## config.mk

```make
export PLATFORM = sky130hd
export DESIGN_NAME = pixel_point_op_stream
export DESIGN_NICKNAME = d
export VERILOG_FILES = /design/src/rtl/pixel_point_op_stream.sv
export SDC_FILE = /design/constraint.sdc
export NUM_CORES = 1
export LEC_CHECK = 0
export ABC_AREA = 1
export CELL_PAD_IN_SITES_DETAIL_PLACEMENT = 1
export CELL_PAD_IN_SITES_GLOBAL_PLACEMENT = 1
export CORE_UTILIZATION = 25
export DETAILED_ROUTE_END_ITERATION = 7
export PLACE_DENSITY_LB_ADDON = 0.08
export SLEW_MARGIN = 30
export SYNTH_ARGS = -nofsm -noshare
export SYNTH_HDL_FRONTEND = slang
export SYNTH_SLANG_ARGS = --single-unit
```

## constraint.sdc

```tcl
create_clock -name clk -period 4.39 [get_ports clk]
set_clock_uncertainty 0.2 [all_clocks]
set_input_delay 1.317 -clock clk [delete_from_list [all_inputs] [get_ports clk]]
set_output_delay 1.317 -clock clk [all_outputs]
set_load 0.02 [all_outputs]
```

## src/rtl/pixel_point_op_stream.sv

```systemverilog
// Streaming per-pixel point operations (add/sub/threshold/invert/pass) behind a 2-stage valid/ready
// pipeline with frame tracking. Optional saturation counter enabled by `define PIXOP_SAT_COUNT_EN.
module pixel_point_op_stream #(
  parameter  int PIX_W     = 8,
  parameter  int CHANNELS  = 1,
  parameter  int FRAME_PIX = 98304,
  localparam int CNT_W     = $clog2(FRAME_PIX + 1)
) (
  input  logic                      clk,
  input  logic                      rst_n,
  input  logic [2:0]                cfg_mode,
  input  logic [PIX_W-1:0]          cfg_value,
  input  logic [PIX_W-1:0]          cfg_threshold,
  input  logic                      cfg_load,
  input  logic                      s_valid,
  output logic                      s_ready,
  input  logic [CHANNELS*PIX_W-1:0] s_data,
  output logic                      m_valid,
  input  logic                      m_ready,
  output logic [CHANNELS*PIX_W-1:0] m_data,
  output logic                      m_last,
  output logic                      busy,
  output logic                      frame_done,
  output logic                      cfg_err,
  output logic [CNT_W-1:0]          sat_count
);

  localparam int                DW        = CHANNELS * PIX_W;
  localparam logic [CNT_W-1:0]  LAST_IDX  = CNT_W'(FRAME_PIX - 1);
  localparam logic [PIX_W-1:0]  PIX_MAX   = {PIX_W{1'b1}};
  localparam logic [PIX_W-1:0]  PIX_ZERO  = {PIX_W{1'b0}};
  localparam logic [2:0]        MODE_ADD  = 3'b000;
  localparam logic [2:0]        MODE_SUB  = 3'b001;
  localparam logic [2:0]        MODE_THR  = 3'b010;
  localparam logic [2:0]        MODE_INV  = 3'b011;
  localparam logic [2:0]        MODE_PASS = 3'b100;

  typedef enum logic [0:0] {
    ST_IDLE   = 1'b0,
    ST_ACTIVE = 1'b1
  } state_t;

  state_t            state_r;
  state_t            state_nx_s;
  logic [CNT_W-1:0]  cnt_r;
  logic [2:0]        mode_r;
  logic [PIX_W-1:0]  value_r;
  logic [PIX_W-1:0]  thresh_r;
  logic              v1_r;
  logic              l1_r;
  logic [DW-1:0]     d1_r;
  logic              v2_r;
  logic              l2_r;
  logic [DW-1:0]     d2_r;
  logic [DW-1:0]     res_s;
  logic              en1_s;
  logic              en2_s;
  logic              in_hs_s;
  logic              out_hs_s;
  logic              last_s;
  logic              cfg_err_r;
  logic              frame_done_r;

  function automatic logic [PIX_W-1:0] point_op(input logic [2:0]       mode,
                                                 input logic [PIX_W-1:0] x,
                                                 input logic [PIX_W-1:0] v,
                                                 input logic [PIX_W-1:0] thr);
    logic [PIX_W:0] sum;
    sum = {1'b0, x} + {1'b0, v};
    case (mode)
      MODE_ADD: point_op = sum[PIX_W] ? PIX_MAX : sum[PIX_W-1:0];
      MODE_SUB: point_op = (x < v) ? PIX_ZERO : (x - v);
      MODE_THR: point_op = (x >= thr) ? PIX_MAX : PIX_ZERO;
      MODE_INV: point_op = PIX_MAX - x;
      default:  point_op = x;
    endcase
  endfunction

  // Stage 2 drains on downstream ready; stage 1 may refill whenever stage 2 frees up.
  assign en2_s    = ~v2_r | m_ready;
  assign en1_s    = ~v1_r | en2_s;
  assign s_ready  = en1_s;
  assign in_hs_s  = s_valid & en1_s;
  assign out_hs_s = v2_r & m_ready;
  assign last_s   = (cnt_r == LAST_IDX);

  // Per-channel point operation on the incoming beat
  always_comb begin
    res_s = {DW{1'b0}};
    for (int c = 0; c < CHANNELS; c++) begin
      res_s[c*PIX_W +: PIX_W] = point_op(mode_r, s_data[c*PIX_W +: PIX_W], value_r, thresh_r);
    end
  end

  // Frame FSM next state; with a single-pixel frame every beat is last and the FSM never leaves IDLE
  always_comb begin
    state_nx_s = state_r;
    case (state_r)
      ST_IDLE: begin
        if (in_hs_s && !last_s) state_nx_s = ST_ACTIVE;
        else                    state_nx_s = ST_IDLE;
      end
      ST_ACTIVE: begin
        if (in_hs_s && last_s) state_nx_s = ST_IDLE;
        else                   state_nx_s = ST_ACTIVE;
      end
      default: state_nx_s = ST_IDLE;
    endcase
  end

  // Frame FSM state register and pixel counter
  always_ff @(posedge clk or negedge rst_n) begin
    if (!rst_n) begin
      state_r <= ST_IDLE;
      cnt_r   <= {CNT_W{1'b0}};
    end else begin
      state_r <= state_nx_s;
      if (in_hs_s) begin
        cnt_r <= last_s ? {CNT_W{1'b0}} : (cnt_r + CNT_W'(1));
      end
    end
  end

  // Shadow configuration: only reloaded between frames so a frame is processed uniformly
  always_ff @(posedge clk or negedge rst_n) begin
    if (!rst_n) begin
      mode_r    <= MODE_PASS;
      value_r   <= {PIX_W{1'b0}};
      thresh_r  <= {PIX_W{1'b0}};
      cfg_err_r <= 1'b0;
    end else begin
      cfg_err_r <= cfg_load & (state_r == ST_ACTIVE);
      if (cfg_load && (state_r == ST_IDLE)) begin
        mode_r   <= cfg_mode;
        value_r  <= cfg_value;
        thresh_r <= cfg_threshold;
      end
    end
  end

  // Two-stage pipeline; last flag is cleared on bubbles so m_last never appears without m_valid
  always_ff @(posedge clk or negedge rst_n) begin
    if (!rst_n) begin
      v1_r <= 1'b0;
      l1_r <= 1'b0;
      d1_r <= {DW{1'b0}};
      v2_r <= 1'b0;
      l2_r <= 1'b0;
      d2_r <= {DW{1'b0}};
    end else begin
      if (en1_s) begin
        v1_r <= in_hs_s;
        if (in_hs_s) begin
          d1_r <= res_s;
          l1_r <= last_s;
        end
      end
      if (en2_s) begin
        v2_r <= v1_r;
        l2_r <= v1_r & l1_r;
        if (v1_r) begin
          d2_r <= d1_r;
        end
      end
    end
  end

  // End-of-frame pulse, one cycle after the last beat leaves
  always_ff @(posedge clk or negedge rst_n) begin
    if (!rst_n) begin
      frame_done_r <= 1'b0;
    end else begin
      frame_done_r <= out_hs_s & l2_r;
    end
  end

  assign m_valid    = v2_r;
  assign m_data     = d2_r;
  assign m_last     = l2_r;
  assign busy       = (state_r == ST_ACTIVE) | v1_r | v2_r;
  assign frame_done = frame_done_r;
  assign cfg_err    = cfg_err_r;

`ifdef PIXOP_SAT_COUNT_EN
  localparam int               CH_W        = $clog2(CHANNELS);
  localparam int               SAT_W       = CNT_W + CH_W;
  localparam int               BC_W        = $clog2(CHANNELS + 1);
  localparam logic [SAT_W-1:0] SAT_CNT_MAX = SAT_W'({CNT_W{1'b1}});

  logic [BC_W-1:0]  beat_sat_s;
  logic [BC_W-1:0]  bs1_r;
  logic [BC_W-1:0]  bs2_r;
  logic [SAT_W-1:0] sat_acc_r;
  logic [SAT_W:0]   sat_sum_s;
  logic [SAT_W-1:0] sat_tot_s;
  logic [CNT_W-1:0] sat_count_r;

  function automatic logic clamps(input logic [2:0]       mode,
                                  input logic [PIX_W-1:0] x,
                                  input logic [PIX_W-1:0] v);
    logic [PIX_W:0] sum;
    sum = {1'b0, x} + {1'b0, v};
    case (mode)
      MODE_ADD: clamps = sum[PIX_W];
      MODE_SUB: clamps = (x < v);
      default:  clamps = 1'b0;
    endcase
  endfunction

  // Clamped samples in the incoming beat; the count rides with the beat so frames stay separated
  always_comb begin
    beat_sat_s = {BC_W{1'b0}};
    for (int c = 0; c < CHANNELS; c++) begin
      beat_sat_s = beat_sat_s + BC_W'(clamps(mode_r, s_data[c*PIX_W +: PIX_W], value_r));
    end
  end

  // Saturating running total including the beat at the output
  always_comb begin
    sat_sum_s = {1'b0, sat_acc_r} + (SAT_W+1)'(bs2_r);
    if (sat_sum_s[SAT_W]) sat_tot_s = {SAT_W{1'b1}};
    else                  sat_tot_s = sat_sum_s[SAT_W-1:0];
  end

  // Per-beat counts through the pipeline, frame accumulation, publish on the last beat
  always_ff @(posedge clk or negedge rst_n) begin
    if (!rst_n) begin
      bs1_r       <= {BC_W{1'b0}};
      bs2_r       <= {BC_W{1'b0}};
      sat_acc_r   <= {SAT_W{1'b0}};
      sat_count_r <= {CNT_W{1'b0}};
    end else begin
      if (in_hs_s) begin
        bs1_r <= beat_sat_s;
      end
      if (en2_s && v1_r) begin
        bs2_r <= bs1_r;
      end
      if (out_hs_s) begin
        if (l2_r) begin
          sat_acc_r   <= {SAT_W{1'b0}};
          sat_count_r <= (sat_tot_s > SAT_CNT_MAX) ? {CNT_W{1'b1}} : sat_tot_s[CNT_W-1:0];
        end else begin
          sat_acc_r <= sat_tot_s;
        end
      end
    end
  end

  assign sat_count = sat_count_r;
`else
  assign sat_count = {CNT_W{1'b0}};
`endif

endmodule
```

# Word level (Yosys, flattened, before mapping)
# Index checks and enable logic that the tools add are counted.
dict set report totals {
  register_bits 59
  in_bits 32
  word_cells 50
}
dict set report classes {
  n_addsub 4
  order_cmp 2
  eq_ne 4
  n_mux 8
  n_bitwise 12
  n_reduce_logical 7
}
# operator count
set op_table {}
lappend op_table {{8-bit one-hot mux with 4 select lines} 1}
lappend op_table {{8-bit two-way mux} 3}
lappend op_table {{17-bit by 1-bit adder with 17-bit output, second input constant} 1}
lappend op_table {{17-bit == test, second input constant} 1}
lappend op_table {{17-bit two-way mux} 1}
lappend op_table {{8-bit by 8-bit adder with 9-bit output} 1}
lappend op_table {{8-bit >= comparator} 1}
lappend op_table {{8-bit < comparator} 1}
lappend op_table {{8-bit subtractor} 1}
lappend op_table {{8-bit subtractor, first input constant} 1}
lappend op_table {{3-bit by 2-bit == test with 1-bit output, second input constant} 2}
lappend op_table {{1-bit AND} 5}
lappend op_table {{1-bit bitwise OR} 4}
lappend op_table {{2-bit AND reduction} 2}
lappend op_table {{3-bit by 1-bit == test with 1-bit output, second input constant} 1}
lappend op_table {{1-bit logical AND} 3}
lappend op_table {{3-bit logical NOT} 1}
lappend op_table {{1-bit inverter} 3}
lappend op_table {{1-bit two-way mux} 2}
lappend op_table {{1-bit one-hot mux with 2 select lines} 1}
lappend op_table {{1-bit logical NOT} 1}

# Longest topological paths before layout
dict set report logic_depth {
  ltp_word 7
  ltp_mapped 15
}

# Worst setup path after synthesis
# Ideal clock, no wire load.
dict set report synth_timing {
  kind {input to output}
  startpoint {in m_ready}
  endpoint {out s_ready}
  arrival_ns 1.560
  required_ns 2.873
  setup_slack_ns 1.313
  cell_stages 2
  n_path_buf 0
  path_cell_list {nor2_2 nand2_4}
}
dict set report synth_between {
  elab_chain_len 2
}
# element line_no
set synth_rtl {}
lappend synth_rtl {{from (decl)} 19} ;# input logic m_ready,
lappend synth_rtl {{1-bit bitwise OR} 80} ;# assign en2_s = ~v2_r | m_ready;
lappend synth_rtl {{1-bit bitwise OR} 81} ;# assign en1_s = ~v1_r | en2_s;
lappend synth_rtl {{to (decl)} 16} ;# output logic s_ready,
# No other way between the ends.

# Worst setup path in the final report
# Same ends and word-level chain as after synthesis.

==> results.ini <==
[route]
drt_iter0_drc = 118
ant_nets = 0
detail_route.first_pass.iterations = 4
routedWlPerCell_um = 13.5
dr_total_vias = 3502
drc_errors = 0
totalWireLength_mm = 10.9
vias_per_cell = 4.36

[timing]
max_freq_ghz = 0.246
fin_ws_ns = 0.327
drv_slew = 0
relSlewSlack = 0.455
rsz0062_at_grt = false
setup_viol = 0
finalSetupTns_ns = 0
fin_crit_sh = 0.926
fin_crit_ns = 4.06
hold_viol = 0
tightestPinTransition_ns = 0.818

[clocking]
numCtsBuffers = 9
post_cts_buffers = 0
clk_pin_slew_ns = 0.06
ctsHoldBuffers = 0
root_buffer = clkbuf_16
cts_resized = 0
clock_latency_ns = 0.33
cts_sinks = 59
cts_tree = yes
htreeDepth = 3
clk_path_buf_depth = 2

[flow_run]
maxCapViolCount = 0

[grt]
grt_usage = 0.150
grt_pass1_vias = 3789
globalRouteOverflowTotal = 0
grt_pass1_wl_mm = 19.0
grt_max_degree = 60
antenna_found_initial = 0

[yosys]
synthArstFlopShare = 1.00
synth_area_mm2 = 0.00400
synth_edf_count = 0
synth_top_cells_by_area = dfrtp_1, nand2_1, ha_1
netlist_instances = 540
synth_top_area_share = 0.363
yosysSeqAreaShare = 0.370
synth_ff_type = dfrtp_1
synth-seq-cells = 59
yosys_warnings = 0
synth.avg_cell_area_um2 = 7.41
synth_area_leader_cell = dfrtp_1
synth_cell_type_count = 35

[layout]
n_antenna_cell = 0
fillers = 1886
fin_util = 0.319
drive_gt1_frac = 0.0826
nets = 648
seqCellArea_mm2 = 0.00148
fin_cells = 804
multiInputGateArea_mm2 = 0.00207
areaGrowthSynthToFinish_pct = 23.0

[outcome]
status = finished, final reports clean

[die]
die_h_um = 128
start_util = 0.259
die_area_mm2 = 0.0165
pin_count = 63
fp-row-count = 45
core_mm2 = 0.0154
fp.dieW_um = 128

[worst_setup_path]
r2r-start = value_r[0]
endpoint_kind = primary output
reg2reg_setup_slack_ns = 2.09
critPathLaunchType = primary input
worstPathMaxFanout = 3
crit_required_ns = 2.87
crit_arrival_ns = 2.55
worstRegToRegCells = 12
r2r-end = d1_r[5]
worst-setup-path-type = primary input to primary output

[power_and_ir_drop]
peakVddDrop_mv = 0.163
p_leak_nw = 2.44
p_per_area_mw_per_mm2 = 486

[hold_path]
hold_depth = 2
hold_path.class = flip-flop to flip-flop
min_to = cfg_err

[placed_design]
gp_congestion = 0.781
hpwl_mm = 8.59
place_ws_ns = 0.326
dp_cells = 788
io_buffers = 45

[worst max-delay path by stage]
stage	depth (start not counted)	slack (ns)	endpoint	startpoint
after floorplan	2	1.31	s_ready	m_ready
after global placement	4	0.33	s_ready	m_ready
after detailed placement	4	0.33	s_ready	m_ready
after CTS	4	0.32	s_ready	m_ready
after global routing	4	0.26	s_ready	m_ready
final	4	0.33	s_ready	m_ready
[layout by cell type, fill, tap and decap left out, types with 2 or more instances in the layout]
cell type,synthesis,final
dfrtp_1,58,58
nand3_1,33,33
inv_1,79,79
clkdlybuf4s50_1,0,44
nor2_1,52,52
mux2_2,8,8
fa_1,2,2
xnor2_1,5,5
clkinv_4,0,2
ha_1,26,26
clkinv_1,3,3
nand3b_1,2,2
nand4_1,12,12
nand2_4,2,2
nor3_1,6,6
nand2_1,134,134
inv_2,7,7
clkinvlp_4,0,2
nand2_2,2,2
conb_1,1,17
o21ai_0,10,10
nand3_2,2,2
o22ai_1,2,2
clkbuf_16,0,9
nor3_2,4,4
a21oi_1,37,37
xor2_1,9,9
o21ai_1,9,9
buf_4,18,3
[report_power, final]
| group | internal, mW | total [mW] | leakage (nW) | switching [mW] |
|---|---|---|---|---|
| Sequential | 0.687 | 0.794 | 0.705 | 0.106 |
| Clock | 0.442 | 0.715 | 0.142 | 0.273 |
| Combinational | 0.338 | 0.879 | 1.59 | 0.541 |
| Total | 1.47 | 2.39 | 2.44 | 0.921 |
[through the flow]
step           hold WS (ns)  area, um2  power (mW)
4_1_cts               0.271       4920        2.43
3_5_place_dp          0.256       4620        1.70
3_3_place_gp          0.259       4620        1.68
6_report              0.266       4920        2.39
5_1_grt               0.310       4920        2.59
2_1_floorplan         0.231       4060        1.39
[Yosys cell counts, types with 3 or more instances]
library cell and instances:
ha_1 26, o21ai_1 9, nand3_1 33, a21oi_1 37
buf_4 18, xnor2_1 5, xor2_1 9, nand2_1 134
clkinv_1 3, inv_2 7, nor3_2 4, inv_1 79
buf_2 5, nand4_1 12, o21ai_0 10, dfrtp_1 58
nor2_1 52, clkbuf_1 4, mux2_2 8, nor3_1 6
[routing by layer]
layer / global-route usage / vias to the layer above / part of all wire
met3: 0.0279 / 10 / 0.025
met4: 0.0443 / 0 / 0.012
met2: 0.245 / 42 / 0.46
met1: 0.199 / 1684 / 0.50
li1: - / 1766 / -
met5: 0 / - / 0
[critical path, stage by stage]
cell             delay [ns]
clkdlybuf4s50_1        0.49
nor2_2                 0.07
nand2_4                0.07
clkdlybuf4s50_1        0.60
[kinds of logic (layout without fill, tap and decap cells)]
logic type / after synthesis / after routing / share of synthesized area
other cells: 1 / 17 / 0.000938
buf+inv: 116 / 153 / 0.127
xor+xnor: 14 / 14 / 0.0307
fa+ha+maj: 28 / 28 / 0.0914
flops: 59 / 59 / 0.370
mux: 8 / 8 / 0.0225
simple gates: 253 / 253 / 0.278
compound gates: 61 / 61 / 0.0792
[registers in the layout, indices dropped and copies added, names as in the netlist, named ones only]
signal	flops
cfg_err	1
cnt_r	17
d1_r	8
frame_done	1
l1_r	1
m_data	8
m_last	1
m_valid	1
mode_r	3
thresh_r	8
v1_r	1
value_r	8
[area by class of cell]
type | count | share of cell area
inverters | 89 | 0.0679
well taps | 211 | 0.0537
repair buffers | 48 | 0.0952
clock inverters | 7 | 0.0155
flip-flops and latches | 59 | 0.301
clock buffers | 9 | 0.0458
multi-input cells | 381 | 0.421
Note: power is estimated with default switching activity, not from simulation.
